`config.mk`:
```
export PLATFORM = sky130hd
export DESIGN_NAME = bubble_sort_ctrl
export DESIGN_NICKNAME = d
export VERILOG_FILES = /design/src/rtl/sort_pkg.sv /design/src/rtl/bubble_sort_ctrl.sv
export SDC_FILE = /design/constraint.sdc
export NUM_CORES = 1
export LEC_CHECK = 0
export CORE_MARGIN = 10
export CORE_UTILIZATION = 25
export DETAILED_ROUTE_END_ITERATION = 10
export PLACE_DENSITY = 0.53
export SYNTH_ARGS = -nofsm -noshare
export SYNTH_HDL_FRONTEND = slang
export SYNTH_SLANG_ARGS = --single-unit
```
`constraint.sdc`:
```
create_clock -name clk -period 1.97 [get_ports clk]
set_clock_uncertainty 0.05 [all_clocks]
set_input_delay 0.394 -clock clk [delete_from_list [all_inputs] [get_ports clk]]
set_output_delay 0.394 -clock clk [all_outputs]
set_load 0.05 [all_outputs]
```
`src/rtl/sort_pkg.sv`:
```
// Shared types and default geometry for the in-place bubble sort sequencer
// and the single-port array RAM it drives.
package sort_pkg;
  localparam int SORT_DATA_WIDTH = 8;
  localparam int SORT_ADDR_WIDTH = 4;

  typedef enum logic [2:0] {
    IDLE,
    RD_A,
    RD_B,
    CMP,
    WR_A,
    WR_B,
    DONE
  } sort_state_t;
endpackage

```
`src/rtl/bubble_sort_ctrl.sv`:
```
// Bubble-sort sequencer driving a single-port RAM with read-first,
// 1-cycle registered read data; sorts mem[0..N-1] ascending, early exit.
module bubble_sort_ctrl
  import sort_pkg::*;
#(
  parameter int DATA_WIDTH = SORT_DATA_WIDTH,
  parameter int ADDR_WIDTH = SORT_ADDR_WIDTH,
  parameter int N          = 16,
  parameter int CNT_WIDTH  = 16
) (
  input  logic                  clk,
  input  logic                  rst_n,
  input  logic                  start,
  output logic                  busy,
  output logic                  done,
  output logic [CNT_WIDTH-1:0]  swap_count,
  output logic [ADDR_WIDTH-1:0] ram_addr,
  output logic                  ram_we,
  output logic [DATA_WIDTH-1:0] ram_wdata,
  input  logic [DATA_WIDTH-1:0] ram_rdata
);
  localparam logic [ADDR_WIDTH-1:0] LAST_J0 = ADDR_WIDTH'(N - 2);

  sort_state_t           state, state_nxt;
  logic [ADDR_WIDTH-1:0] j, last_j, j_p1;
  logic [DATA_WIDTH-1:0] a_reg, b_reg;
  logic                  swapped;
  logic                  gt, adv, adv_more, adv_done;
  sort_state_t           adv_state;

  assign j_p1     = j + ADDR_WIDTH'(1);
  assign gt       = a_reg > ram_rdata;
  assign adv      = (state == CMP && !gt) || (state == WR_B);
  assign adv_more = j < last_j;
  // In WR_B swapped is already set, so the register alone covers this cycle.
  assign adv_done = (last_j == '0) || !swapped;
  assign adv_state = (adv_more || !adv_done) ? RD_A : DONE;

  always_ff @(posedge clk or negedge rst_n) begin
    if (!rst_n) state <= IDLE;
    else        state <= state_nxt;
  end

  always_comb begin
    state_nxt = state;
    case (state)
      IDLE:    if (start) state_nxt = RD_A;
      RD_A:    state_nxt = RD_B;
      RD_B:    state_nxt = CMP;
      CMP:     state_nxt = gt ? WR_A : adv_state;
      WR_A:    state_nxt = WR_B;
      WR_B:    state_nxt = adv_state;
      DONE:    state_nxt = IDLE;
      default: state_nxt = IDLE;
    endcase
  end

  always_comb begin
    busy      = (state != IDLE);
    done      = (state == DONE);
    ram_addr  = '0;
    ram_we    = 1'b0;
    ram_wdata = '0;
    case (state)
      RD_A: ram_addr = j;
      RD_B: ram_addr = j_p1;
      WR_A: begin ram_addr = j;    ram_we = 1'b1; ram_wdata = b_reg; end
      WR_B: begin ram_addr = j_p1; ram_we = 1'b1; ram_wdata = a_reg; end
      default: ;
    endcase
  end

  always_ff @(posedge clk or negedge rst_n) begin
    if (!rst_n) begin
      j          <= '0;
      last_j     <= '0;
      a_reg      <= '0;
      b_reg      <= '0;
      swapped    <= 1'b0;
      swap_count <= '0;
    end else begin
      if (state == IDLE && start) begin
        j          <= '0;
        last_j     <= LAST_J0;
        swapped    <= 1'b0;
        swap_count <= '0;
      end
      if (state == RD_B) a_reg <= ram_rdata;
      if (state == CMP && gt) begin
        b_reg      <= ram_rdata;
        swapped    <= 1'b1;
        swap_count <= swap_count + CNT_WIDTH'(1);
      end
      if (adv) begin
        if (adv_more) begin
          j <= j_p1;
        end else if (!adv_done) begin
          // Largest remaining value has bubbled to last_j+1; shrink the pass.
          last_j  <= last_j - ADDR_WIDTH'(1);
          j       <= '0;
          swapped <= 1'b0;
        end
      end
    end
  end
endmodule

```
==> out/results.tsv <==
stage	metric	value	unit
clock_network	Clk pin slew, worst setup/hold paths	0.08	ns
routing	drt first pass iters	4	
timing	part of the cycle the worst path needs	112	%
logic_synthesis	most instantiated cells after synthesis	dfrtp_1, nand2_1, mux2i_1, inv_1, nor2_1	
routing	vias per cell	4.76	
place	post-detail-place hpwl	5560	um
routing	WL/cell	14.8	um
place	PortBufs	41	
place	RD Place Congestion	0.763	
logic_synthesis	largest cells by area after synthesis	dfrtp_1, mux2i_1, ha_1	
logic_synthesis	Yosys reg bits	44	
power_and_ir_drop	Worst VDD drop	0.000644	V
global_route	vias in the first global route	2792	
timing	fin crit period	2.21	ns
status	outcome	finished with violations	
logic_synthesis	Gate Count Post-Synth	290	
logic_synthesis	post-synth top area share	40.1	%
final_layout	Final Instance Count excl. Fillers	536	
logic_synthesis	leading register cell type out of synthesis	dfrtp_1	
logic_synthesis	leading area contributor after synthesis	dfrtp_1	
critical_path	Critical Path RT	2.17	ns
logic_synthesis	synthesized area	0.00275	mm2
critical_path	CP startpoint kind	flop	
timing	f_max	0.453	GHz
clock_network	clk buf depth	2	
status	failing checks	negative setup slack	
clock_network	cts hold-fix bufs	0	
clock_network	clk_lat worst skew	0.30	ns
timing	RSZ-0062 raised after global routing	yes	
critical_path	RR Startpoint	a_reg[5]	
critical_path	worst flop-to-flop path endpoint	j[3]	
critical_path	R2R depth	7	
critical_path	reg2reg setup slack	-0.24	ns
timing	Hold Slack	0.0170	ns
power_and_ir_drop	total power	6.30	mW
hold_path	Hold Path Class	primary input to asynchronous set/reset pin	
logic_synthesis	Ys Warns	0	
die	DIE AREA	0.0156	mm2
place	Placed Cells	500	
timing	Max-slew headroom	63.2	%
global_route	gr usage total	10.1	%
routing	vias	2550	
final_layout	layout cell share with drive strength beyond 1	55.3	%
timing	Final Max Slew Viols	0	
power_and_ir_drop	power density cells	1380	mW/mm2
routing	Routed Antenna Nets	0	
critical_path	arrival time at the worst endpoint	2.40	ns
critical_path	worst-path maximum fanout	4	
clock_network	htree depth	2	
critical_path	CP Class	flop to flop	
die	die height	125	um
final_layout	area grow syn2layout	66.2	%
logic_synthesis	Seq/Total Area, Yosys	40.1	%
logic_synthesis	synth unique cells	59	
clock_network	Root Driver	clkbuf_8	
final_layout	nets	420	
die	Cell Rows	38	
timing	final setup fails	40	
critical_path	endpoint class of the critical path	flop	
logic_synthesis	Syn Area/Cell	9.47	um2
timing	worst slew pin tran	0.552	ns
timing	fin worst setup slack	-0.237	ns
final_layout	max reg flops	16	
logic_synthesis	Post-synth EDFFs	0	
clock_network	CTS Sinks	44	
clock_network	number of buffers created by CTS	5	
routing	initial DRC count	69	
routing	DRC	0	
die	Initial Util	25.4	%
logic_synthesis	Async SR Flop Fraction	100	%
logic_synthesis	syn nets	315	
global_route	first-pass GRT wire length	13500	um
die	die width	125	um
die	I/O pins	42	
die	core area	0.0108	mm2
routing	routed wire length	7930	um
global_route	GRT overflow	0	
global_route	largest net degree at the start of global routing	24	
final_layout	Antenna Cells	0	
timing	final hold viol count	0	
clock_network	TritonCTS clock tree	done	
power_and_ir_drop	Static Leak	2.06	nW
global_route	initial antenna violation count	0	
job	MaxCap Viol Count	0	
logic_synthesis	top-count cell post-synth	dfrtp_1	
## timing repair
item                       in CTS  in global routing
pin swaps                      24                 28
setup endpoints to repair      42                 47
gates cloned                    2                  0
buffers inserted               21                 10
gates resized for setup        94                 35
## worst max-delay path, stage by stage, from the launching register on
cell and delay (ns):
dfrtp_1 0.43, ha_4 0.28, nand4_1 0.20, nor2_2 0.20, a211o_1 0.21, nand3_1 0.20, a2111oi_2 0.43, a221o_1 0.16
## power breakdown
| part | switching [mW] | internal, mW |
|---|---|---|
| clock network | 0.323 | 0.280 |
| logic | 2.07 | 2.12 |
| registers | 0.317 | 1.19 |
## metrics by stage
| stage | utilization [%] | instance area, um2 | setup WS (ns) | setup TNS (ns) |
|---|---|---|---|---|
| 4_1_cts | 40.9 | 4420 | -0.288 | -7.32 |
| 6_report | 42.3 | 4560 | -0.237 | -4.51 |
| 3_3_place_gp | 35.3 | 3810 | -0.787 | -22.64 |
| 2_1_floorplan | - | 2880 | -0.0726 | -0.207 |
| 5_1_grt | 42.3 | 4560 | -0.358 | -8.51 |
| 3_5_place_dp | 35.3 | 3810 | -0.831 | -23.28 |
## per-layer routing
metal | vias to the layer above | GRT usage (%) | routed length (um)
met5 | - | 0 | 0
met4 | 0 | 2.88 | 114
met3 | 10 | 2.30 | 243
met2 | 32 | 18.5 | 4290
met1 | 1257 | 11.4 | 3290
li1 | 1251 | - | -
## cell type report
class	count	area (um2)
Sequential cell	44	1100
Multi-Input combinational cell	214	1990
Clock inverter	2	10.0
Tap cell	140	175
Clock buffer	6	82.6
Fill cell	1029	6230
Inverter	19	73.8
Timing Repair Buffer	111	1130
## layout by cell type, fill, tap and decap left out, types with 4 or more instances in the layout
cell type / instances
buf_4: 66
dfrtp_1: 41
nand2_1: 24
mux2i_1: 20
buf_6: 17
buf_12: 17
inv_2: 9
inv_1: 9
nand4_1: 9
nand2_2: 9
ha_4: 9
nor2_2: 8
nor2_1: 8
nand3_1: 8
dlygate4sd2_1: 8
o21ai_2: 7
mux2_2: 7
a21oi_1: 6
and3_1: 6
nand2_4: 6
clkbuf_8: 6
o21ai_1: 5
a21oi_2: 5
ha_1: 5
nand3_2: 4
## cells by family (layout without fill, tap and decap cells)
| kind of cell | Yosys count | in the layout | synth area share [%] |
|---|---|---|---|
| AND/OR/NAND/NOR | 106 | 106 | 19.5 |
| AO/OA/AOI/OAI | 60 | 60 | 16.3 |
| flip-flops | 44 | 44 | 40.1 |
| buffers and inverters | 32 | 138 | 5.15 |
| multiplexers | 29 | 29 | 10.9 |
| adder cells (fa/ha/maj) | 14 | 14 | 6.38 |
| XOR/XNOR | 5 | 5 | 1.60 |
## how the worst max path moves through the flow
stage,from,end,slack [ns]
6_report,a_reg[5],j[3],-0.24
5_1_grt,last_j[1],j[1],-0.36
4_1_cts,a_reg[5],swap_count[3],-0.29
3_5_place_dp,ram_rdata[6],j[3],-0.83
3_3_place_gp,ram_rdata[7],j[2],-0.79
2_1_floorplan,a_reg[1],swap_count[7],-0.07
(Power assumes the default switching activity.)
